**src/rtl/alu_result_stage.sv**
```systemverilog
// Registered ALU result buffer: a DEPTH-entry circular FIFO with per-entry zero/sign flags
// and a saturating overflow counter. Define ALU_RESULT_PARITY_EN to add the out_parity port.
module alu_result_stage #(
  parameter int unsigned WIDTH = 32,
  parameter int unsigned DEPTH = 2,
  parameter int unsigned CNT_W = 8
) (
  input  logic                     clock,
  input  logic                     resetn,
  input  logic                     in_valid,
  output logic                     in_ready,
  input  logic [WIDTH-1:0]         in_result,
  input  logic [4:0]               in_opcode,
  input  logic                     in_overflow,
  output logic                     out_valid,
  input  logic                     out_ready,
  output logic [WIDTH-1:0]         out_result,
  output logic [4:0]               out_opcode,
  output logic                     out_overflow,
  output logic                     out_is_zero,
  output logic                     out_is_neg,
`ifdef ALU_RESULT_PARITY_EN
  output logic                     out_parity,
`endif
  output logic [$clog2(DEPTH):0]   level,
  output logic [CNT_W-1:0]         ovf_count,
  input  logic                     clr_count
);

  localparam int unsigned PW = $clog2(DEPTH);
  localparam int unsigned LW = PW + 1;
  localparam logic [LW-1:0] LevelFull = LW'(DEPTH);
  localparam logic [CNT_W-1:0] CntMax = {CNT_W{1'b1}};

  logic [WIDTH-1:0] res_mem  [DEPTH];
  logic [4:0]       op_mem   [DEPTH];
  logic             ovf_mem  [DEPTH];
  logic             zero_mem [DEPTH];
  logic             neg_mem  [DEPTH];
`ifdef ALU_RESULT_PARITY_EN
  logic             par_mem  [DEPTH];
`endif

  logic [PW-1:0]    wr_ptr_q, rd_ptr_q;
  logic [LW-1:0]    level_q, level_d;
  logic [CNT_W-1:0] ovf_count_q, ovf_count_d;
  logic             full, empty, push, pop;

  // Full/empty come from the registered level only, so in_ready never depends on out_ready.
  assign full  = (level_q == LevelFull);
  assign empty = (level_q == '0);
  assign push  = in_valid && !full;
  assign pop   = !empty && out_ready;

  always_comb begin
    level_d = level_q;
    unique case ({push, pop})
      2'b10:   level_d = level_q + 1'b1;
      2'b01:   level_d = level_q - 1'b1;
      default: level_d = level_q;
    endcase
  end

  always_comb begin
    ovf_count_d = ovf_count_q;
    if (clr_count) begin
      ovf_count_d = '0;
    end else if (push && in_overflow && (ovf_count_q != CntMax)) begin
      ovf_count_d = ovf_count_q + 1'b1;
    end
  end

  always_ff @(posedge clock) begin
    if (!resetn) begin
      wr_ptr_q    <= '0;
      rd_ptr_q    <= '0;
      level_q     <= '0;
      ovf_count_q <= '0;
    end else begin
      if (push) wr_ptr_q <= wr_ptr_q + 1'b1;
      if (pop)  rd_ptr_q <= rd_ptr_q + 1'b1;
      level_q     <= level_d;
      ovf_count_q <= ovf_count_d;
    end
  end

  // Entry storage needs no reset: outputs are masked to zero whenever the buffer is empty.
  always_ff @(posedge clock) begin
    if (resetn && push) begin
      res_mem[wr_ptr_q]  <= in_result;
      op_mem[wr_ptr_q]   <= in_opcode;
      ovf_mem[wr_ptr_q]  <= in_overflow;
      zero_mem[wr_ptr_q] <= (in_result == '0);
      neg_mem[wr_ptr_q]  <= in_result[WIDTH-1];
`ifdef ALU_RESULT_PARITY_EN
      par_mem[wr_ptr_q]  <= ^in_result;
`endif
    end
  end

  always_comb begin
    out_result   = '0;
    out_opcode   = '0;
    out_overflow = 1'b0;
    out_is_zero  = 1'b0;
    out_is_neg   = 1'b0;
`ifdef ALU_RESULT_PARITY_EN
    out_parity   = 1'b0;
`endif
    if (!empty) begin
      out_result   = res_mem[rd_ptr_q];
      out_opcode   = op_mem[rd_ptr_q];
      out_overflow = ovf_mem[rd_ptr_q];
      out_is_zero  = zero_mem[rd_ptr_q];
      out_is_neg   = neg_mem[rd_ptr_q];
`ifdef ALU_RESULT_PARITY_EN
      out_parity   = par_mem[rd_ptr_q];
`endif
    end
  end

  assign in_ready  = !full;
  assign out_valid = !empty;
  assign level     = level_q;
  assign ovf_count = ovf_count_q;

endmodule

```
**config.mk**
```make
export PLATFORM = sky130hd
export DESIGN_NAME = alu_result_stage
export DESIGN_NICKNAME = d
export VERILOG_FILES = /design/src/rtl/alu_result_stage.sv
export SDC_FILE = /design/constraint.sdc
export NUM_CORES = 1
export LEC_CHECK = 0
export ABC_AREA = 1
export ABC_CLOCK_PERIOD_IN_PS = 4700
export BUFFER_PORTS_ARGS = -buffer_cell sky130_fd_sc_hd__buf_2
export CELL_PAD_IN_SITES_DETAIL_PLACEMENT = 0
export CELL_PAD_IN_SITES_GLOBAL_PLACEMENT = 1
export CORE_MARGIN = 5
export CORE_UTILIZATION = 40
export CTS_CLUSTER_SIZE = 16
export DETAILED_ROUTE_END_ITERATION = 8
export PLACE_DENSITY_LB_ADDON = 0.1
export SYNTH_ARGS = -nofsm -noshare
export SYNTH_HDL_FRONTEND = slang
export SYNTH_SLANG_ARGS = --single-unit
export TNS_END_PERCENT = 10
```
**constraint.sdc**
```tcl
create_clock -name clock -period 4.7 [get_ports clock]
set_input_delay 0.94 -clock clock [delete_from_list [all_inputs] [get_ports clock]]
set_output_delay 0.94 -clock clock [all_outputs]
set_load 0.01 [all_outputs]
```
-- Word level (Yosys, flattened, before mapping)
Memory sizes are Yosys's and may differ from the RTL's. A register that Yosys moved wholly into a read port is not among the register bits.
Cells that the tools add are included.
- register bits: 12
- bits in writable memories: 80
- output and inout bits: 52
- memories kept: 5
- $add $sub $neg: 5
- equal/unequal tests: 4
- muxes and demuxes: 18
- bitwise gates (word level): 1
- reduce and logical (&&, ||, !) cells: 11
- memories (name ; words ; width ; rd ports ; clocked after Yosys merged registers in ; wr ports ; line ; text):
    res_mem ; 2 ; 32 ; 1 ; 1 ; 1 ; 35 ; logic [WIDTH-1:0] res_mem [DEPTH];
    op_mem ; 2 ; 5 ; 1 ; 1 ; 1 ; 36 ; logic [4:0] op_mem [DEPTH];
    neg_mem ; 2 ; 1 ; 1 ; 1 ; 1 ; 39 ; logic neg_mem [DEPTH];
    ovf_mem ; 2 ; 1 ; 1 ; 1 ; 1 ; 37 ; logic ovf_mem [DEPTH];
    zero_mem ; 2 ; 1 ; 1 ; 1 ; 1 ; 38 ; logic zero_mem [DEPTH];
- operators by type and width (cell ; count):
    32-bit zero test ; 1
    32-bit 2-to-1 mux ; 1
    1-bit 2-to-1 mux ; 15
    8-bit by 1-bit adder with 8-bit output, second input constant ; 1
    8-bit inequality test, second input constant ; 1
    1-bit logical AND ; 5
    5-bit 2-to-1 mux ; 1
    2-bit equality test, second input constant ; 2
    2-bit one-hot mux with 2 select lines ; 1
    1-bit adder, second input constant ; 2
    2-bit by 1-bit adder with 2-bit output, second input constant ; 1
    2-bit by 1-bit equality test with 1-bit output, second input constant ; 1
    1-bit zero test ; 2
    2-bit zero test ; 1
    2-bit nonzero test ; 1
    2-bit OR reduction ; 1
    2-bit by 1-bit subtractor with 2-bit output, second input constant ; 1
    1-bit NOT ; 1

-- Depth between registers and ports, before layout
Gate-level depths: netlist of run 1.
- depth after elaboration: 6
- depth in mapped cells: 9
- mapped depth without buffers: 9

-- Worst setup path after synthesis of run 1
No wires, ideal clock.
- kind: input-to-reg
- start point: input resetn
- end point: memory op_mem[1][0] (enable)
- setup time: 0.484 ns
- arrival time: 3.741 ns
- path slack: 0.476 ns
- cell stages on the path: 2
- cell sequence: inv_1 -> nor3_1
- cells in the longest elaborated chain, start to end: 3
- RTL lines (what ; line ; text):
    start, declared ; 9 ; input logic resetn,
    1-bit logical AND ; 89 ; if (resetn && push) begin
    1-bit 2-to-1 mux ; 89 ;
    1-bit 2-to-1 mux (not written as such) ; 91 ; op_mem[wr_ptr_q] <= in_opcode;
    end, declared ; 36 ;
Every way passes these cells.

==> results of run 1 <==
==> metal layers <==
layer | share of wire, % | vias to the layer above | GRT usage [%]
met2 | 48 | 68 | 24.4
met4 | 0.70 | 2 | 4.44
met3 | 5.2 | 8 | 4.07
met5 | 0.12 | - | 0
li1 | - | 1334 | -
met1 | 46 | 1253 | 19.5
==> logic make-up (layout without fill, tap and decap cells) <==
family	after synthesis	count (layout)	synth area share, %
fa+ha+maj	2	2	0.678
simple gates	159	159	17.4
buf+inv	29	127	3.43
xor+xnor	1	1	0.237
flops	91	91	70.6
compound gates	56	56	7.67
==> critical path: stages (launching register included) <==
cell and delay (ps):
dfxtp_1 310, buf_4 260, inv_2 580, nand2_1 120
a21oi_1 240, buf_2 180
==> per-stage QoR <==
step	total power (W)	area, um2	setup slack, ps	util, %	hold slack, ps
3_3_place_gp	0.00148	4260	2080	46.8	457
3_5_place_dp	0.00149	4260	2050	46.8	459
4_1_cts	0.00194	4430	1660	48.7	472
6_report	0.00192	4430	1700	48.7	467
2_1_floorplan	0.00127	3690	476	-	425
5_1_grt	0.00204	4430	1520	48.7	493
==> sequential cells by signal, summed over array words and instances, names as in the netlist, named ones only <==
signal	flops
ovf_mem	2
ovf_count	8
level	2
res_mem	63
neg_mem	1
op_mem	10
rd_ptr_q	1
wr_ptr_q	1
zero_mem	2
==> where the power goes <==
group	switching [W]	leakage [nW]	internal, W
clock network	0.000272	0.0803	0.000193
logic	0.000336	0.861	0.000162
registers	0.0000217	0.820	0.000935
==> final timing paths <==
kind	depth (start not counted)	slack, ps	end	start
min reg2reg	1	470	rd_ptr_q$_SDFFE_PN0P_	rd_ptr_q$_SDFFE_PN0P_
max	5	1700	out_result[16]	register
min	1	470	rd_ptr_q$_SDFFE_PN0P_	rd_ptr_q$_SDFFE_PN0P_
max reg2reg	7	2420	level[1]$_SDFFE_PN0P_	level[1]$_SDFFE_PN0P_
==> cells in the final DEF, fill, tap and decap left out, drive strengths merged <==
cell type / netlist / routed
xor2: 1 / 1
o21ai: 6 / 6
nand2: 102 / 102
a21oi: 49 / 49
nor2: 41 / 41
dfxtp: 13 / 13
edfxtp: 78 / 78
and2: 1 / 1
inv: 13 / 14
clkbuf: 8 / 10
clkinv: 2 / 5
nor3: 2 / 2
nand3b: 1 / 1
ha: 2 / 2
clkinvlp: 0 / 2
nand3: 8 / 8
buf: 6 / 96
a21boi: 1 / 1
nand4: 4 / 4
==> layout make-up <==
class | count | area, um2 | area share [%]
Multi-Input combinational cell | 218 | 980 | 22.1
Sequential cell | 91 | 2600 | 58.7
Clock inverter | 6 | 41.3 | 0.931
Tap cell | 111 | 139 | 3.13
Timing Repair Buffer | 96 | 485 | 11.0
Clock buffer | 10 | 128 | 2.88
Inverter | 15 | 57.6 | 1.30
==> summary.txt, run 1 <==
Timing
  – # setup viols final: 0
  – RSZ-0062 raised after global routing: no
  – Max Clock Skew: 10.8 ps
  – Endpoints failing hold: 0
  – Tcrit/Tclk final: 63.8%
  – Tmin final: 3000 ps
  – Pins Over Slew Limit: 0
  – Slew of the pin with the lowest slew margin: 1160 ps
  – Max Freq: 0.333 GHz
  – Setup TNS: 0 ps
  – Relative slew slack: 22.6%

Synth
  – Avg Cell Area, Syn: 10.9 um2
  – Count leader, synth: nand2_1
  – Cell area after synthesis: 3690 um2
  – Syn_nets: 383
  – Post-synth cell types: 27
  – Number of synthesized flops with an enable pin: 78
  – Syn. warnings: 0
  – Asr flop ratio synth: 0%
  – FF+latch count, synth: 91
  – Synth top cells by count: 101 x nand2_1, 78 x edfxtp_1, 49 x a21oi_1
  – Area contributors post-synth: edfxtp_1 64%, nand2_1 10%, dfxtp_1 7.1%
  – Seq/Total Area, Yosys: 70.6%
  – Share of the synthesized area in the top cell type: 63.5%
  – Ys flop type: edfxtp_1
  – Synth area leader: edfxtp_1
  – Cells after Synth: 338

Critical path
  – Worst Setup End Kind: output pin
  – CP arrival: 2060 ps
  – Crit-path max FO: 40
  – CP Launch Type: register
  – Crit Path Category: reg -> out
  – WP data required: 3760 ps

Routing
  – Via density: 4.87
  – Final wirelength: 8130 um
  – Vias: 2,665
  – DRT Pass-1 Iters: 4
  – Routed wire per std cell: 14.9 um
  – # DRC: 0
  – Antenna Nets Post-Route: 0
  – DRT iter0 DRCs: 111

Run status
  – Outcome: finished, final reports clean

Clock network
  – Post-CTS Setup Repair Bufs: 0
  – TritonCTS clock tree: done
  – CTS root buffer: clkbuf_8
  – Clock-pin slew of the registers on the worst-case setup and hold paths: 90 ps
  – Worst-Skew Late Latency: 350 ps
  – CTS Sinks: 91
  – CTS resizes: 0
  – Total CTS buffers: 9
  – Worst-case clock buffer depth: 2
  – CTS H-tree depth: 3
  – Hold_buf cts: 0

Global route
  – First-pass GRT wire length: 13,200 um
  – Vias in the first global route: 2,691
  – Antenna violations before repair: 1
  – Remaining Overflow, GRT: 0
  – Total GRT Usage: 14.9%
  – Largest net degree at the start of global routing: 42

Placement
  – Port Buf Inserts: 94
  – Final Wtd Congestion: 0.765
  – Placed insts: 531
  – HPWL after DPL: 5340 um

Final layout
  – Finished Layout Cells: 547
  – Area Growth Syn to Fin: 20.2%
  – Nets: 476
  – Inserted Diodes: 0
  – Fill cells: 891
  – Share of cells above drive strength 1: 27.5%

Floorplan
  – Die X: 106 um
  – Initial Utilization: 40.5%
  – Die height: 106 um
  – # IOs: 95
  – Core ar.: 9110 um2
  – Die area: 11,200 um2
  – Site Rows: 35

Power and ir drop
  – Peak supply drop: 0.000252 V
  – Power per Cell Area: 433 nW/um2
  – Leak pwr: 1.76 nW

Job
  – Max cap viols: 0

Worst hold path
  – Min-delay worst type: reg -> reg
No activity file was read; power rests on OpenSTA's default activity.
==> run 2: changes to the inputs <==
--- a/config.mk
+++ b/config.mk
@@ -6,7 +6,7 @@
 export NUM_CORES = 1
 export LEC_CHECK = 0
 export ABC_AREA = 1
-export ABC_CLOCK_PERIOD_IN_PS = 4700
+export ABC_CLOCK_PERIOD_IN_PS = 2800
 export BUFFER_PORTS_ARGS = -buffer_cell sky130_fd_sc_hd__buf_2
 export CELL_PAD_IN_SITES_DETAIL_PLACEMENT = 0
 export CELL_PAD_IN_SITES_GLOBAL_PLACEMENT = 1
==> constraint.sdc (replaced) <==
create_clock -name clock -period 2.8 [get_ports clock]
set_input_delay 0.56 -clock clock [delete_from_list [all_inputs] [get_ports clock]]
set_output_delay 0.56 -clock clock [all_outputs]
set_load 0.01 [all_outputs]
==> summary.txt, run 2 (same netlist as run 1, synthesis figures left out) <==
Routing
  – Antenna Nets Post-Route: 0 (unchanged)
  – Vias: 2,604 (-2.3%)
  – Routed wire per std cell: 14.6 um (-2.0%)
  – Via density: 4.74 (-2.6%)
  – DRT Pass-1 Iters: 4 (unchanged)
  – # DRC: 0 (unchanged)
  – DRT iter0 DRCs: 93 (-16%)
  – Final wirelength: 7990 um (-1.6%)

Global route
  – Remaining Overflow, GRT: 0 (unchanged)
  – First-pass GRT wire length: 12,400 um (-5.9%)
  – Antenna violations before repair: 0 (-1)
  – Met2 usage in global routing: 23.1% (-1.3 points)
  – Most Crowded Layer GR: met2
  – Total GRT Usage: 14.3% (-0.65 points)
  – Met1 Resource Use GR: 18.1% (-1.4 points)
  – Largest net degree at the start of global routing: 40 (-4.8%)
  – Grt met3 use: 4.55% (+0.49 points)
  – Vias in the first global route: 2,504 (-6.9%)

Floorplan
  – Initial Utilization: 40.5% (unchanged)
  – # IOs: 95 (unchanged)
  – Die height: 106 um (unchanged)
  – Core ar.: 9110 um2 (unchanged)
  – Die area: 11,200 um2 (unchanged)
  – Die X: 106 um (unchanged)
  – Site Rows: 35 (unchanged)

Timing
  – Pins Over Slew Limit: 0 (unchanged)
  – Max Freq: 0.435 GHz
  – Max Clock Skew: 10.4 ps (-0.363 ps)
  – Setup TNS: 0 ps (unchanged)
  – Worst hold slack: 393 ps (-74.1 ps)
  – RSZ-0062 raised after global routing: no
  – Tmin final: 2300 ps
  – Endpoints failing hold: 0 (unchanged)
  – Slew of the pin with the lowest slew margin: 713 ps (-446 ps)
  – Relative slew slack: 52.4% (+30 points)
  – # setup viols final: 0 (unchanged)
  – Tcrit/Tclk final: 82.0%

Critical path
  – Worst Path Buf+Inv: 2 (-1)
  – CP cell instances: nor2_4, buf_4, a21oi_1, buf_2
  – Crit-path max FO: 23 (-43%)
  – FF-to-FF Start: level[1]$_SDFFE_PN0P_
  – Worst R2R Path Depth: 7 (unchanged)
  – R2R Path End: level[1]$_SDFFE_PN0P_
  – FF-to-FF setup slack: 1030 ps (-1390 ps)
  – CP Launch Type: register
  – Crit path largest cell delay: 410 ps (-170 ps)
  – WP data required: 2240 ps (-1520 ps)
  – Worst Setup End Kind: output pin
  – CP arrival: 1740 ps (-320 ps)
  – Crit path max-delay family: buffers and inverters
  – Crit Path Category: reg -> out
  – Slowest CP cell: nor2_4

Final layout
  – Max FFs per register: 63 (unchanged)
  – Most frequent cells in the layout: 101 x nand2_1, 94 x buf_2, 78 x edfxtp_1
  – Area Growth Syn to Fin: 20.7%
  – Fill cells: 883 (-0.90%)
  – Nets: 478 (+0.42%)
  – Share of cells above drive strength 1: 27.9% (+0.39 points)
  – Post-Route Utilization: 48.9% (+0.22 points)
  – Largest Register: res_mem
  – Most common cell after layout, fill and taps aside: nand2_1

Clock network
  – Worst-case clock buffer depth: 2 (unchanged)
  – CTS H-tree depth: 3 (unchanged)
  – CTS Sinks: 91 (unchanged)
  – Total CTS buffers: 9 (unchanged)
  – TritonCTS clock tree: done
  – CTS root buffer: clkbuf_8
  – Clock-pin slew of the registers on the worst-case setup and hold paths: 90 ps (about the same)
  – CTS resizes: 0 (unchanged)
  – Worst-Skew Late Latency: 350 ps (about the same)
  – Hold_buf cts: 0 (unchanged)
  – Post-CTS Setup Repair Bufs: 0 (unchanged)

Worst hold path
  – WHS Path Cells: 1 (unchanged)
  – Min-delay worst type: in -> reg
  – Worst Hold Endpoint: op_mem[0][1]$_DFFE_PP_
  – Hold_sp: in_opcode[1]

Power and ir drop
  – Power per Cell Area: 722 nW/um2 (+67%)
  – Leak pwr: 1.78 nW (+0.75%)
  – Peak supply drop: 0.000289 V (+15%)
  – Power consumption: 0.00321 W (+67%)

Run status
  – Outcome: finished, final reports clean

Job
  – Max cap viols: 0 (unchanged)

Placement
  – HPWL after DPL: 5300 um (-0.69%)
  – Final Wtd Congestion: 0.766 (about the same)
  – Port Buf Inserts: 94 (unchanged)
## run 2: power breakdown
| group | total (W) | switching, W | internal [W] |
|---|---|---|---|
| clock | 0.000769 | 0.000449 | 0.000319 |
| sequential | 0.00161 | 0.0000362 | 0.00157 |
| combinational | 0.000841 | 0.000561 | 0.000280 |
| total | 0.00321 | 0.00105 | 0.00217 |
## run 2: worst max path at each step
stage	startpoint	end	cells past startpoint
after floorplan	level[0]$_SDFFE_PN0P_	neg_mem[0]$_DFFE_PP_	4
after global placement	level[1]$_SDFFE_PN0P_	out_opcode[4]	4
after detailed placement	level[1]$_SDFFE_PN0P_	out_opcode[4]	4
after CTS	level[1]$_SDFFE_PN0P_	out_opcode[4]	4
after global routing	level[1]$_SDFFE_PN0P_	out_opcode[4]	4
final	level[1]$_SDFFE_PN0P_	out_opcode[4]	4
## run 2: per-stage QoR
| stage | cell area (um2) | cells | worst slack [ps] |
|---|---|---|---|
| after global routing | 4450 | 548 | 356 |
| after global placement | 4290 | 533 | 874 |
| after CTS | 4450 | 548 | 468 |
| final | 4450 | 549 | 503 |
| after detailed placement | 4290 | 533 | 857 |
| after floorplan | 3690 | 338 | 16.6 |
## run 2: per-layer routing
| layer | part of all wire [%] | vias up | wire [um] |
|---|---|---|---|
| met1 | 44 | 1189 | 3530 |
| met5 | 0 | - | 0 |
| met3 | 7.0 | 7 | 556 |
| met4 | 1.2 | 0 | 95 |
| li1 | - | 1340 | - |
| met2 | 48 | 68 | 3800 |
## run 2: area by class of cell
| type | count | area (um2) | share of cell area (%) |
|---|---|---|---|
| inverters | 15 | 57.6 | 1.29 |
| flip-flops and latches | 91 | 2600 | 58.4 |
| well taps | 111 | 139 | 3.12 |
| diodes | 1 | 2.50 | 0.0562 |
| multi-input cells | 218 | 986 | 22.1 |
| clock buffers | 9 | 124 | 2.78 |
| clock inverters | 6 | 41.3 | 0.927 |
| repair buffers | 98 | 500 | 11.2 |
